## src/rtl/systolic_pq_cell.sv

```systemverilog
// One storage cell of a linear systolic min-priority queue, plus the stable
// three-entry sorter it uses to merge an incoming entry with its stored pair.

module systolic_pq_sort3 #(
  parameter int unsigned KW = 8,
  parameter int unsigned VW = 4
) (
  input  logic [KW+VW-1:0] a,
  input  logic [KW+VW-1:0] b,
  input  logic [KW+VW-1:0] c,
  output logic [KW+VW-1:0] minv,
  output logic [KW+VW-1:0] medv,
  output logic [KW+VW-1:0] maxv
);
  logic [KW+VW-1:0] w_x0, w_x1, w_y1, w_y2;

  // Adjacent compare-swaps on strict key order keep equal keys in a,b,c order.
  always_comb begin
    w_x0 = a;
    w_x1 = b;
    if (a[KW+VW-1:VW] > b[KW+VW-1:VW]) begin
      w_x0 = b;
      w_x1 = a;
    end
    w_y1 = w_x1;
    w_y2 = c;
    if (w_x1[KW+VW-1:VW] > c[KW+VW-1:VW]) begin
      w_y1 = c;
      w_y2 = w_x1;
    end
    minv = w_x0;
    medv = w_y1;
    if (w_x0[KW+VW-1:VW] > w_y1[KW+VW-1:VW]) begin
      minv = w_y1;
      medv = w_x0;
    end
    maxv = w_y2;
  end
endmodule

module systolic_pq_cell #(
  parameter int unsigned KW = 8,
  parameter int unsigned VW = 4
) (
  input  logic             clk,
  input  logic             rst_n,
  input  logic [1:0]       op_in,
  input  logic [KW+VW-1:0] din,
  output logic             ready_out,
  output logic [1:0]       op_out,
  output logic [KW+VW-1:0] dout,
  output logic [KW+VW-1:0] ret_out,
  input  logic [KW+VW-1:0] ret_in,
  output logic [KW+VW-1:0] hi_out,
  output logic             empty_out,
  output logic             protocol_err
);
  localparam int unsigned EW = KW + VW;
  localparam logic [EW-1:0] EMPTY = {{KW{1'b1}}, {VW{1'b0}}};

  typedef enum logic [1:0] {
    OP_NOP = 2'b00,
    OP_INS = 2'b01,
    OP_EXT = 2'b10,
    OP_RSV = 2'b11
  } op_t;

  logic [EW-1:0] r_lo, r_hi, r_dout;
  op_t           r_op;
  logic          r_fill, r_perr;

  logic          w_ins, w_ext, w_hi_empty, w_max_empty;
  logic [EW-1:0] w_c, w_min, w_med, w_max;

  assign w_ins       = (op_in == OP_INS) && (din[EW-1:VW] != '1);
  assign w_ext       = (op_in == OP_EXT);
  assign w_hi_empty  = (r_hi[EW-1:VW] == '1);
  assign w_max_empty = (w_max[EW-1:VW] == '1);
  // The sorter's third operand is the right neighbour's head during a fill.
  assign w_c         = r_fill ? ret_in : din;

  systolic_pq_sort3 #(.KW(KW), .VW(VW)) u_sort3 (
    .a    (r_lo),
    .b    (r_hi),
    .c    (w_c),
    .minv (w_min),
    .medv (w_med),
    .maxv (w_max)
  );

  always_ff @(posedge clk or negedge rst_n) begin
    if (!rst_n) begin
      r_lo   <= EMPTY;
      r_hi   <= EMPTY;
      r_dout <= EMPTY;
      r_op   <= OP_NOP;
      r_fill <= 1'b0;
      r_perr <= 1'b0;
    end else begin
      r_op   <= OP_NOP;
      r_dout <= EMPTY;
      if (r_fill) begin
        r_lo   <= w_min;
        r_hi   <= w_med;
        r_fill <= 1'b0;
        if (w_ins || w_ext) r_perr <= 1'b1;
      end else if (w_ins) begin
        r_lo <= w_min;
        r_hi <= w_med;
        if (!w_max_empty) begin
          r_op   <= OP_INS;
          r_dout <= w_max;
        end
      end else if (w_ext) begin
        if (w_hi_empty) begin
          r_lo <= EMPTY;
        end else begin
          r_lo   <= r_hi;
          r_hi   <= EMPTY;
          r_op   <= OP_EXT;
          r_fill <= 1'b1;
        end
      end
    end
  end

  assign ready_out    = !r_fill;
  assign op_out       = r_op;
  assign dout         = r_dout;
  assign ret_out      = r_lo;
  assign hi_out       = r_hi;
  assign empty_out    = (r_lo[EW-1:VW] == '1);
  assign protocol_err = r_perr;
endmodule

```

## config.mk

```make
export PLATFORM = sky130hd
export DESIGN_NAME = systolic_pq_cell
export DESIGN_NICKNAME = d
export VERILOG_FILES = /design/src/rtl/systolic_pq_cell.sv
export SDC_FILE = /design/constraint.sdc
export NUM_CORES = 1
export LEC_CHECK = 0
export BUFFER_PORTS_ARGS = -buffer_cell sky130_fd_sc_hd__buf_2
export CAP_MARGIN = 40
export CORE_AREA = 2 2 119 121
export DETAILED_ROUTE_END_ITERATION = 8
export DIE_AREA = 0 0 121 123
export REMOVE_ABC_BUFFERS = 1
export SLEW_MARGIN = 10
export SYNTH_ARGS = -nofsm -noshare
export SYNTH_HDL_FRONTEND = slang
export SYNTH_SLANG_ARGS = --single-unit
```

## constraint.sdc

```tcl
create_clock -name clk -period 5.05 [get_ports clk]
set_input_delay 0.505 -clock clk [delete_from_list [all_inputs] [get_ports clk]]
set_output_delay 0.505 -clock clk [all_outputs]
set_load 0.01 [all_outputs]
```

After elaboration in Yosys (flattened, before gate mapping) --
Index checks and enable logic that the tools add are counted.
Storage, ports and cells: flip-flop bits (word level) 40, input port bits 28, output and inout bits 41
Cells by class: magnitude comparators 3, equal/unequal tests 7, muxes and demuxes 27, reductions and logical operators 6
Operators with widths (number):
- $mux 12 | 18
- $eq 8x8->1 const B | 3
- $gt 8x8->1 | 3
- $mux 2 | 4
- $ne 8x8->1 const B | 1
- $mux 1 | 5
- $reduce_and 2->1 | 2
- $ne 3x3->1 const B | 1
- $reduce_bool 3->1 | 1
- $eq 2x1->1 const B | 1
- $eq 2x2->1 const B | 1
- $logic_and 1x1->1 | 1
- $logic_not 1->1 | 1
- $logic_or 1x1->1 | 1

Longest topological paths before layout --
Gate-level depths: netlist of the first run.
depth after elaboration 8, depth in mapped cells 25, gate-level depth less buffers 22

Hierarchy --
Synthesis of the first run repeated with hierarchy kept, for this count alone.
Unflattened totals: cells, all modules 375, area, all modules 3318.2 um^2
By module, submodules not included:
- systolic_pq_cell | times used 1, cells each 170, area an instance 1854.3 um^2, seq. area each 1006.0 um^2
- systolic_pq_sort3 | times used 1, cells each 205, area an instance 1463.9 um^2, seq. area each 0.0 um^2

Worst setup path after synthesis of the first run --
OpenSTA, ideal clock, no wires.
path kind flip-flop to flip-flop, from reg r_hi[7] (netlist: hi_out[7]), to reg r_hi[1] (netlist: hi_out[1]), library setup time 65 ps, arrival 5068 ps, path slack -82 ps, cell stages (with the launch flop) 24, buffers on the path 3, path through dfstp_2 > inv_1 > ha_1 > and4_1 > buf_4 > nand2b_4 > nand2_4 > o21ai_2 > buf_6 > mux2_4 > ha_1 > nand4_1 > nor2_1 > a211o_1 > nand2_2 > buf_2 > nand2_1 > o21ai_2 > ha_1 > a2111oi_2 > a21oi_1 > o31a_1 > a2111oi_0 > a211o_1
Between the ends: cells in the longest elaborated chain, start to end 8
Ends and longest elaborated chain:
- start, declared | line 68 | logic [EW-1:0] r_lo, r_hi, r_dout;
- start signal, assigned | line 104 | r_hi <= w_med;
- start signal, assigned | line 109 | r_hi <= w_med;
- $gt 8x8->1 | line 21 | if (a[KW+VW-1:VW] > b[KW+VW-1:VW]) begin
- $mux 12 | line 21
- $gt 8x8->1 | line 27 | if (w_x1[KW+VW-1:VW] > c[KW+VW-1:VW]) begin
- $mux 12 | line 27
- $gt 8x8->1 | line 33 | if (w_x0[KW+VW-1:VW] > w_y1[KW+VW-1:VW]) begin
- $mux 12 | line 33
- $mux 12 | line 107 | end else if (w_ins) begin
- $mux 12 | line 102 | if (r_fill) begin
Several ways; a longest one is shown, not always the timed one. A chain may end at the register's enable or synchronous reset.

Worst setup path in the final report of the first run --
from reg r_hi[5] (netlist: hi_out[5]), to reg r_hi[7] (netlist: hi_out[7])
The elaborated chain is that of the path after synthesis.

==> run metrics, run 1 <==
global-route wire length before repair=17.8 mm; RePlAce Congestion=0.905; Total Die Area=14900 um2; largest cells by area after synthesis=sky130_fd_sc_hd__dfstp_2 19%, sky130_fd_sc_hd__dfrtp_1 11%, sky130_fd_sc_hd__ha_1 9.0%, sky130_fd_sc_hd__mux2i_1 6.0%, sky130_fd_sc_hd__a21oi_1 3.7%; initial core utilization=24.6%; slew at the pin with the worst max-slew slack=0.730 ns; I/O pin count=69; worst hold slack across all endpoints=0.181 ns; Period minus WS final=4.96 ns; proportion of layout cells with a drive suffix above 1=52.5%; Mapped Avg Cell Area=9.11 um2; synth-to-layout area growth=45.7%; flip-flop and latch count after synthesis=39; share of synthesized registers carrying an async set or reset=100%; number of max-slew violations in the final report=0; critical path fanouts, max=8; top flip-flop cell by instance count after synthesis=sky130_fd_sc_hd__dfstp_2; crit share post-route=98.2%; H-tree level count=2; number of nets at the end of the flow=537; leading cell type by number of instances after synthesis=sky130_fd_sc_hd__nand2_1; number of vias in the routed layout=3448; multi-input logic area=2570 um2; endpoint of the worst-slack reg-to-reg timing path=hi_out[7]$_DFFE_PN1P_; worst min-delay path class=primary input to async pin; Worst Setup Start Kind=register; path type of the worst setup path=register to register; maximum buffer depth of the clock tree=2; via count normalized by instance count=5.18; portion of synthesized cell area occupied by the leading cell type=18.8%; required time worst endpoint=5.28 ns; wire length per cell after detailed routing=17.9 um; number of iterations in the first detailed-routing pass=4; total overflow reported by the global router=0; sink count of the clock tree=39; row count=43; maximum number of pins on one net before global-route repair=35; number of CTS-inserted buffers=5; final number of setup-violating endpoints=0; RSZ-0062 raised after global routing=true; max cap viols=0; depth of the worst register-to-register path=24; number of DRC markers in iteration 0=228; sequential cell area=1010 um2; number of remaining DRC errors=0; antenna violations before repair=0; antenna violation net count after detailed routing=0; gate count after technology mapping=368; area of the placeable core=13600 um2; endpoint type of the worst setup path=register; cell area after synthesis=3350 um2; clock latency on the worst-skew pair=0.29 ns; number of hold violations in the final report=0; Worst Clk Skew=0.00595 ns; number of unique standard cell types used by synthesis=61; clock slew seen by the registers of the worst setup and hold paths=0.06 ns; fillcell total=1365; x dimension of the die=121 um; Reg-to-Reg Start=hi_out[5]$_DFFE_PN1P_; maximum frequency from static timing analysis=202 MHz; Detailed Place HPWL=8.77 mm; flop-to-flop setup slack=0.09 ns; cell at the root of the clock tree=sky130_fd_sc_hd__clkbuf_16; total length of routed wires=11.9 mm; top post-synthesis cells by count=29 x sky130_fd_sc_hd__nand2_1, 25 x sky130_fd_sc_hd__a21oi_1, 24 x sky130_fd_sc_hd__dfstp_2, 24 x sky130_fd_sc_hd__ha_1, 21 x sky130_fd_sc_hd__inv_1; via count of the first global-routing pass=3348; run status=completed; post-synthesis cell type with the largest combined area=sky130_fd_sc_hd__dfstp_2; number of buffers added on ports=68; register area share after synthesis=30.0%; vertical die dimension=123 um; Relative slew margins=51.2%; Inserted Diodes=0; number of flops mapped to enable cells by yosys=0; overall track demand over capacity in global routing=15.3%; Syn. warnings=0; TritonCTS clock tree=built; Arrival @ worst endpoint=5.19 ns
## logic make-up after synthesis
group           after synthesis  synth area share (%)
compound gates              131                  29.5
simple gates                103                  16.3
buf+inv                      42                  5.68
flops                        39                  30.0
mux                          29                  9.56
fa+ha+maj                    24                  8.96
## placed cells by master, fill, tap and decap left out, drive strengths merged, types with 5 or more instances in the layout
cell type,n
a2111oi,5
a211oi,13
a21o,6
a21oi,26
a31o,14
buf,130
clkbuf,7
dfrtp,15
dfstp,24
ha,24
inv,21
mux2,9
mux2i,20
nand2,31
nand3,10
nand4,7
nor2,17
nor2b,14
nor3,12
o211ai,16
o21ai,31
## how the worst max path moves through the flow
stage,from,to,slack [ns],cells after the start
after floorplan,hi_out[5]$_DFFE_PN1P_,hi_out[0]$_DFFE_PN0P_,-0.65,21
after global placement,hi_out[5]$_DFFE_PN1P_,hi_out[1]$_DFFE_PN0P_,-0.04,22
after detailed placement,hi_out[5]$_DFFE_PN1P_,hi_out[1]$_DFFE_PN0P_,-0.08,22
after CTS,hi_out[5]$_DFFE_PN1P_,hi_out[5]$_DFFE_PN1P_,0.003,24
after global routing,hi_out[5]$_DFFE_PN1P_,hi_out[8]$_DFFE_PN1P_,-0.09,25
final,hi_out[5]$_DFFE_PN1P_,hi_out[7]$_DFFE_PN1P_,0.09,24
## metrics by stage
stage                     utilization (%)  cells  setup TNS, ns  area [um2]  worst slack, ns
after floorplan                         -    348          -9.38        3240           -0.648
after global placement               30.3    636        -0.0393        4120          -0.0376
after detailed placement             30.5    637         -0.170        4150          -0.0802
after CTS                            32.3    651              0        4400          0.00318
after global routing                 35.9    666          -1.60        4880          -0.0946
final                                35.9    666              0        4880           0.0884
## sequential cells by signal, summed over array words and instances, names as in the netlist
signal,flops
dout,12
protocol_err,1
hi_out,12
ret_out,12
r_fill,1
op_out,1
## critical path: stages (launching register included)
cell and delay [ns]:
sky130_fd_sc_hd__dfstp_2 0.53, sky130_fd_sc_hd__inv_2 0.05, sky130_fd_sc_hd__ha_4 0.26, sky130_fd_sc_hd__nor2b_4 0.13
sky130_fd_sc_hd__o211ai_2 0.09, sky130_fd_sc_hd__a21o_1 0.21, sky130_fd_sc_hd__buf_4 0.16, sky130_fd_sc_hd__o211a_4 0.27
sky130_fd_sc_hd__or2_2 0.32, sky130_fd_sc_hd__ha_1 0.29, sky130_fd_sc_hd__nand4_1 0.18, sky130_fd_sc_hd__nor2_2 0.19
sky130_fd_sc_hd__a211o_1 0.18, sky130_fd_sc_hd__nand2_4 0.10, sky130_fd_sc_hd__buf_8 0.16, sky130_fd_sc_hd__o31ai_4 0.25
sky130_fd_sc_hd__ha_2 0.24, sky130_fd_sc_hd__nor2b_4 0.04, sky130_fd_sc_hd__o211ai_1 0.15, sky130_fd_sc_hd__a21oi_1 0.10
sky130_fd_sc_hd__buf_4 0.15, sky130_fd_sc_hd__o31a_4 0.35, sky130_fd_sc_hd__buf_6 0.16, sky130_fd_sc_hd__a31o_1 0.22
sky130_fd_sc_hd__a21oi_2 0.11
## timing repair
item,in CTS,in global routing
pin swaps,5,24
hold buffers,0,0
resized for setup,14,70
setup endpoints to repair,12,24
buffers inserted,6,15
## routing by layer
metal	share of wire, %	GRT usage [%]	vias up	wire [um]
li1	-	-	1619	-
met1	44	19.9	1692	5200
met2	49	25.6	117	5840
met3	5.4	3.14	20	645
met4	2.2	4.87	0	257
met5	0	0	-	0
## layout make-up
cell class                      count  area share [%]
Clock inverter                      1           0.102
Sequential cell                    39            20.6
Clock buffer                        7            2.72
Inverter                           22            1.69
Multi-Input combinational cell    287            52.7
Timing Repair Buffer              130            17.6
Tap cell                          180            4.61
Power of run 1 is left out: the tool's default activity adds up to more than one toggle a clock period on the data nets, which glitch-free logic cannot reach.
==> inputs of run 2 (changes only) <==
Settings changed: CORE_AREA 2 2 119 121 to 2 2 95 97, DIE_AREA 0 0 121 123 to 0 0 97 99.
==> run 2 against run 1 <==
Effect of this change:
- non-clock buffer count decreased by 13
- die area decreased by 35%
- clock skew decreased by 0.0042 ns
- via count increased by 0.78%
- sequential cell count unchanged
- count of clock-buffer cells in the layout decreased by 2
- maximum frequency increased by 1.0%
- worst setup slack improved by 0.050 ns
- highest routed layer unchanged
==> run metrics, run 2 (synthesized netlist as in run 1, its figures left out) <==
run status=completed; antenna violations before repair=0 (unchanged); Worst Clk Skew=0.00171 ns (-0.00424 ns); required time worst endpoint=5.28 ns (about the same); number of DRC markers in iteration 0=309 (+36%); number of max-slew violations in the final report=0 (unchanged); met3 Usage GRT=3.12% (-0.016 points); fillcell total=764 (-44%); cell at the root of the clock tree=sky130_fd_sc_hd__clkbuf_8; max cap viols=0 (unchanged); antenna violation net count after detailed routing=0 (unchanged); wire length per cell after detailed routing=18.6 um (+3.6%); RePlAce Congestion=0.926 (+2.3%); Inserted Diodes=0 (unchanged); most frequent standard cell in the layout excluding fill and tap cells=sky130_fd_sc_hd__buf_2; routing layer with the top usage in global route=met2; row count=34 (-21%); final number of setup-violating endpoints=0 (unchanged); x dimension of the die=97 um (-20%); maximum buffer depth of the clock tree=2 (unchanged); number of hold violations in the final report=0 (unchanged); endpoint type of the worst setup path=register; global-route wire length before repair=16.6 mm (-6.4%); I/O pin count=69 (unchanged); commonest cells after routing, fill and taps aside=68 x sky130_fd_sc_hd__buf_2, 42 x sky130_fd_sc_hd__buf_4, 28 x sky130_fd_sc_hd__nand2_1; proportion of layout cells with a drive suffix above 1=46.4% (-6.1 points); clock slew seen by the registers of the worst setup and hold paths=0.08 ns (+0.02 ns); via count of the first global-routing pass=3233 (-3.4%); number of vias in the routed layout=3475 (+0.78%); worst min-delay path class=primary input to async pin; maximum number of pins on one net before global-route repair=35 (unchanged); Arrival @ worst endpoint=5.14 ns (-0.05 ns); number of remaining DRC errors=0 (unchanged); path type of the worst setup path=register to register; total length of routed wires=10.8 mm (-9.4%); clock latency on the worst-skew pair=0.30 ns (about the same); area of the placeable core=8550 um2 (-37%); critical path fanouts, max=7 (-1); slew at the pin with the worst max-slew slack=0.661 ns (-0.0687 ns); Inst Count DP=564 (-11%); vertical die dimension=99 um (-20%); Detailed Place HPWL=7.99 mm (-8.9%); utilization after layout=53.1% (+17 points); TNS Setup=0 ns (unchanged); Worst Setup Start Kind=register; crit share post-route=97.3% (-0.98 points); sink count of the clock tree=39 (unchanged); via count normalized by instance count=5.97 (+15%); H-tree level count=2 (unchanged); number of nets at the end of the flow=525 (-2.2%); Period minus WS final=4.91 ns (-0.0496 ns); number of iterations in the first detailed-routing pass=5 (+1); Global Route met1 Usage=29.3% (+9.5 points); number of CTS-inserted buffers=5 (unchanged); GR met2 Demand/Resource=34.2% (+8.6 points); initial core utilization=39.2% (+15 points); number of buffers added on ports=68 (unchanged); overall track demand over capacity in global routing=21.3% (+6.0 points); Total Die Area=9600 um2 (-35%); final cell count without fillers=582 (-13%); Hold-fix buffers, CTS=0 (unchanged); Relative slew margins=55.8% (+4.6 points); total overflow reported by the global router=0 (unchanged); TritonCTS clock tree=built; maximum frequency from static timing analysis=204 MHz (+1.0%); synth-to-layout area growth=35.6%
## run 2: final cells by class
cell class,count,area (um2),area share (%)
Inverter,22,82.6,1.82
Sequential cell,39,1010,22.1
Multi-Input combinational cell,288,2470,54.4
Tap cell,108,135,2.97
Timing Repair Buffer,117,758,16.7
Clock buffer,5,68.8,1.51
Clock inverter,3,20.0,0.441
## run 2: metal layers
metal / routed length [um] / share of wire (%)
met3: 739 / 6.8
met5: 0 / 0
met2: 5060 / 47
met4: 199 / 1.8
met1: 4820 / 45
## run 2: per-stage QoR
| stage | cell area (um2) | setup slack [ns] | hold WS [ns] |
|---|---|---|---|
| final | 4540 | 0.138 | 0.178 |
| after global routing | 4540 | -0.0270 | 0.203 |
| after CTS | 4240 | -0.00271 | 0.186 |
| after detailed placement | 4050 | -0.152 | 0.461 |
| after global placement | 4010 | -0.130 | 0.445 |
| after floorplan | 3240 | -0.648 | 0.209 |
## run 2: final timing paths
check | startpoint | end | slack (ns) | cells after the start
min in group clk | protocol_err$_DFFE_PN0P_ | protocol_err$_DFFE_PN0P_ | 0.48 | 1
min | rst_n | dout[3]$_DFF_PN0_ | 0.18 | 1
min reg2reg | protocol_err$_DFFE_PN0P_ | protocol_err$_DFFE_PN0P_ | 0.48 | 1
max in group asynchronous | rst_n | ret_out[10]$_DFFE_PN1P_ | 4.33 | 2
max | hi_out[7]$_DFFE_PN1P_ | hi_out[11]$_DFFE_PN1P_ | 0.14 | 21
max reg2reg | hi_out[7]$_DFFE_PN1P_ | hi_out[11]$_DFFE_PN1P_ | 0.14 | 21
## run 2: critical path, cell delays in order (launching register included)
cell	delay [ns]
sky130_fd_sc_hd__dfstp_2	0.54
sky130_fd_sc_hd__inv_1	0.06
sky130_fd_sc_hd__ha_1	0.33
sky130_fd_sc_hd__a21oi_1	0.30
sky130_fd_sc_hd__a21o_1	0.20
sky130_fd_sc_hd__o21ai_2	0.08
sky130_fd_sc_hd__buf_6	0.14
sky130_fd_sc_hd__mux2_4	0.33
sky130_fd_sc_hd__ha_1	0.34
sky130_fd_sc_hd__nand4_1	0.16
sky130_fd_sc_hd__nor2_2	0.06
sky130_fd_sc_hd__a211o_1	0.34
sky130_fd_sc_hd__nand2_4	0.14
sky130_fd_sc_hd__nand2_2	0.07
sky130_fd_sc_hd__o21ai_4	0.11
sky130_fd_sc_hd__ha_4	0.25
sky130_fd_sc_hd__a2111oi_4	0.35
sky130_fd_sc_hd__a21oi_2	0.15
sky130_fd_sc_hd__o31a_4	0.37
sky130_fd_sc_hd__buf_6	0.16
sky130_fd_sc_hd__a31o_1	0.22
sky130_fd_sc_hd__a21oi_2	0.13
## run 2: what timing repair did
action                                  4_1_cts  5_1_grt
gates resized for setup                      16       44
pin swaps                                     7       17
endpoints found under the setup margin       15       24
cloned                                        1        1
hold endpoints to repair                      0        0
buffers inserted                              3        5
Power of run 2 is left out for the same reason.
==> inputs of run 3 (changes only) <==
--- a/config.mk
+++ b/config.mk
@@ -9,5 +9,7 @@
 export CAP_MARGIN = 40
-export CORE_AREA = 2 2 95 97
+export CORE_AREA = 2 2 85 87
 export DETAILED_ROUTE_END_ITERATION = 8
-export DIE_AREA = 0 0 97 99
+export DIE_AREA = 0 0 87 89
+export HOLD_SLACK_MARGIN = 0.15
+export PLACE_DENSITY = 0.76
 export REMOVE_ABC_BUFFERS = 1
--- a/constraint.sdc
+++ b/constraint.sdc
@@ -3,2 +3,2 @@
 set_output_delay 0.505 -clock clk [all_outputs]
-set_load 0.01 [all_outputs]
+set_load 0.02 [all_outputs]
==> run 3 against run 2 <==
Effect of this change:
- the run now ends with negative setup slack left
- cell count fell by 4.5%
- register-to-register slack got worse by 0.17 ns
- non-clock buffer count rose by 2
- via count rose by 0.58%
- global-route usage rose by 5.9 points
- die area fell by 19%
- hold slack improved by 0.29 ns
- core utilization rose by 13 points
- critical endpoint is now hi_out[7]$_DFFE_PN1P_
==> run metrics, run 3 (synthesized netlist as in run 1, its figures left out) <==
worst min-delay path class=register to register; total length of routed wires=10.7 mm (-0.75%); maximum number of pins on one net before global-route repair=35 (unchanged); area of the placeable core=6720 um2 (-21%); cell at the root of the clock tree=sky130_fd_sc_hd__clkbuf_8; number of remaining DRC errors=0 (unchanged); crit share post-route=101% (+3.3 points); flop-to-flop setup slack=-0.03 ns (-0.17 ns); violations in the final reports=negative setup slack; maximum buffer depth of the clock tree=2 (unchanged); H-tree level count=2 (unchanged); total overflow reported by the global router=0 (unchanged); slew at the pin with the worst max-slew slack=0.658 ns (-0.00348 ns); number of max-slew violations in the final report=0 (unchanged); TNS Setup=-0.0439 ns (-0.0439 ns); post-place setup slack=0.00401 ns (+0.156 ns); worst setup margin=-0.0272 ns (-0.165 ns); initial core utilization=49.9% (+11 points); path type of the worst setup path=register to register; clock slew seen by the registers of the worst setup and hold paths=0.08 ns (about the same); proportion of layout cells with a drive suffix above 1=45.2% (-1.2 points); x dimension of the die=87 um (-10%); antenna violations before repair=0 (unchanged); synth-to-layout area growth=32.7%; number of nets at the end of the flow=527 (+0.38%); Total Die Area=7740 um2 (-19%); commonest cells after routing, fill and taps aside=68 x sky130_fd_sc_hd__buf_2, 45 x sky130_fd_sc_hd__buf_4, 28 x sky130_fd_sc_hd__nand2_1; Inserted Diodes=0 (unchanged); RePlAce Congestion=0.901 (-2.7%); number of buffers added on ports=68 (unchanged); sink count of the clock tree=39 (unchanged); wire length per cell after detailed routing=19.3 um (+3.9%); antenna violation net count after detailed routing=0 (unchanged); Detailed Place HPWL=7.66 mm (-4.2%); sequential cell area=1010 um2 (unchanged); global-route wire length before repair=16.4 mm (-1.4%); clock latency on the worst-skew pair=0.31 ns (about the same); final number of setup-violating endpoints=2 (+2); TritonCTS clock tree=built; via count normalized by instance count=6.29 (+5.3%); endpoint type of the worst setup path=register; run status=finished with violations; Relative slew margins=56.2% (+0.39 points); number of CTS-inserted buffers=5 (unchanged); fillcell total=528 (-31%); row count=30 (-12%); multi-input logic area=2390 um2 (-3.4%); number of hold violations in the final report=0 (unchanged); max cap viols=0 (unchanged); overall track demand over capacity in global routing=27.2% (+5.9 points); critical path fanouts, max=8 (+1); maximum frequency from static timing analysis=197 MHz (-3.3%); Arrival @ worst endpoint=5.32 ns (+0.18 ns); required time worst endpoint=5.29 ns (about the same); number of DRC markers in iteration 0=319 (+3.2%); utilization after layout=66.2% (+13 points); vertical die dimension=89 um (-10%); via count of the first global-routing pass=3346 (+3.5%); number of iterations in the first detailed-routing pass=5 (unchanged); Worst Setup Start Kind=register; Worst Clk Skew=0.0111 ns (+0.00935 ns); most frequent standard cell in the layout excluding fill and tap cells=sky130_fd_sc_hd__buf_2; Period minus WS final=5.08 ns (+0.165 ns); number of vias in the routed layout=3495 (+0.58%); I/O pin count=69 (unchanged)
==> run 3: cell count changes in the layout (fill, tap and decap cells not counted), moves of 2 or more <==
cell	change
sky130_fd_sc_hd__clkbuf_8	+2
sky130_fd_sc_hd__o21ai_2	+3
sky130_fd_sc_hd__clkinvlp_4	-2
sky130_fd_sc_hd__o21ai_4	-5
sky130_fd_sc_hd__buf_4	+3
sky130_fd_sc_hd__buf_8	-2
==> run 3: final timing paths <==
kind / start / to / cells after the start
hold reg to reg: protocol_err$_DFFE_PN0P_ / protocol_err$_DFFE_PN0P_ / 1
setup / recovery: hi_out[5]$_DFFE_PN1P_ / hi_out[7]$_DFFE_PN1P_ / 23
min in group asynchronous: rst_n / ret_out[2]$_DFFE_PN0P_ / 2
hold / removal: protocol_err$_DFFE_PN0P_ / protocol_err$_DFFE_PN0P_ / 1
setup reg to reg: hi_out[5]$_DFFE_PN1P_ / hi_out[7]$_DFFE_PN1P_ / 23
max in group asynchronous: rst_n / dout[4]$_DFF_PN1_ / 3
==> run 3: metal layers <==
metal | GRT usage (%) | up-vias | share of wire, %
met2 | 46.6 | 181 | 48
met1 | 36.0 | 1681 | 43
met3 | 3.69 | 27 | 7.1
li1 | - | 1606 | -
met5 | 0 | - | 0
met4 | 7.81 | 0 | 1.9
==> run 3: stage by stage <==
stage          cells  instance area [um2]  hold slack [ns]
4_1_cts          547                 4160            0.476
6_report         556                 4450            0.469
3_5_place_dp     534                 4000            0.458
3_3_place_gp     533                 3970            0.446
2_1_floorplan    348                 3240            0.209
5_1_grt          556                 4450            0.523
==> run 3: timing repair <==
item,4_1_cts,5_1_grt
hold endpoints to repair,8,0
endpoints found under the setup margin,9,24
hold buffers,1,0
gates resized for setup,6,35
setup buffers,2,9
pin swaps,4,16
cloned,2,0
==> run 3: critical path: stages (launching register included) <==
cell and delay, ns:
sky130_fd_sc_hd__dfstp_2 0.54, sky130_fd_sc_hd__inv_2 0.06, sky130_fd_sc_hd__ha_4 0.26, sky130_fd_sc_hd__nor2b_2 0.14, sky130_fd_sc_hd__o211ai_2 0.11, sky130_fd_sc_hd__a21o_1 0.21, sky130_fd_sc_hd__buf_4 0.16, sky130_fd_sc_hd__o211a_4 0.28
sky130_fd_sc_hd__or2_2 0.35, sky130_fd_sc_hd__ha_4 0.27, sky130_fd_sc_hd__nand4_1 0.15, sky130_fd_sc_hd__nor2_1 0.22, sky130_fd_sc_hd__a211o_1 0.18, sky130_fd_sc_hd__nand2_2 0.10, sky130_fd_sc_hd__buf_4 0.19, sky130_fd_sc_hd__nand2_1 0.07
sky130_fd_sc_hd__o21ai_2 0.09, sky130_fd_sc_hd__ha_1 0.25, sky130_fd_sc_hd__a2111oi_4 0.37, sky130_fd_sc_hd__a21oi_2 0.16, sky130_fd_sc_hd__o31a_4 0.36, sky130_fd_sc_hd__buf_6 0.16, sky130_fd_sc_hd__a31o_1 0.22, sky130_fd_sc_hd__a21oi_2 0.13
==> run 3: cell type report <==
cell class,instances,area share (%)
repair buffers,119,17.3
inverters,22,1.86
well taps,80,2.25
flip-flops and latches,39,22.6
multi-input cells,288,53.7
clock buffers,8,2.25
Power of run 3 is left out for the same reason.
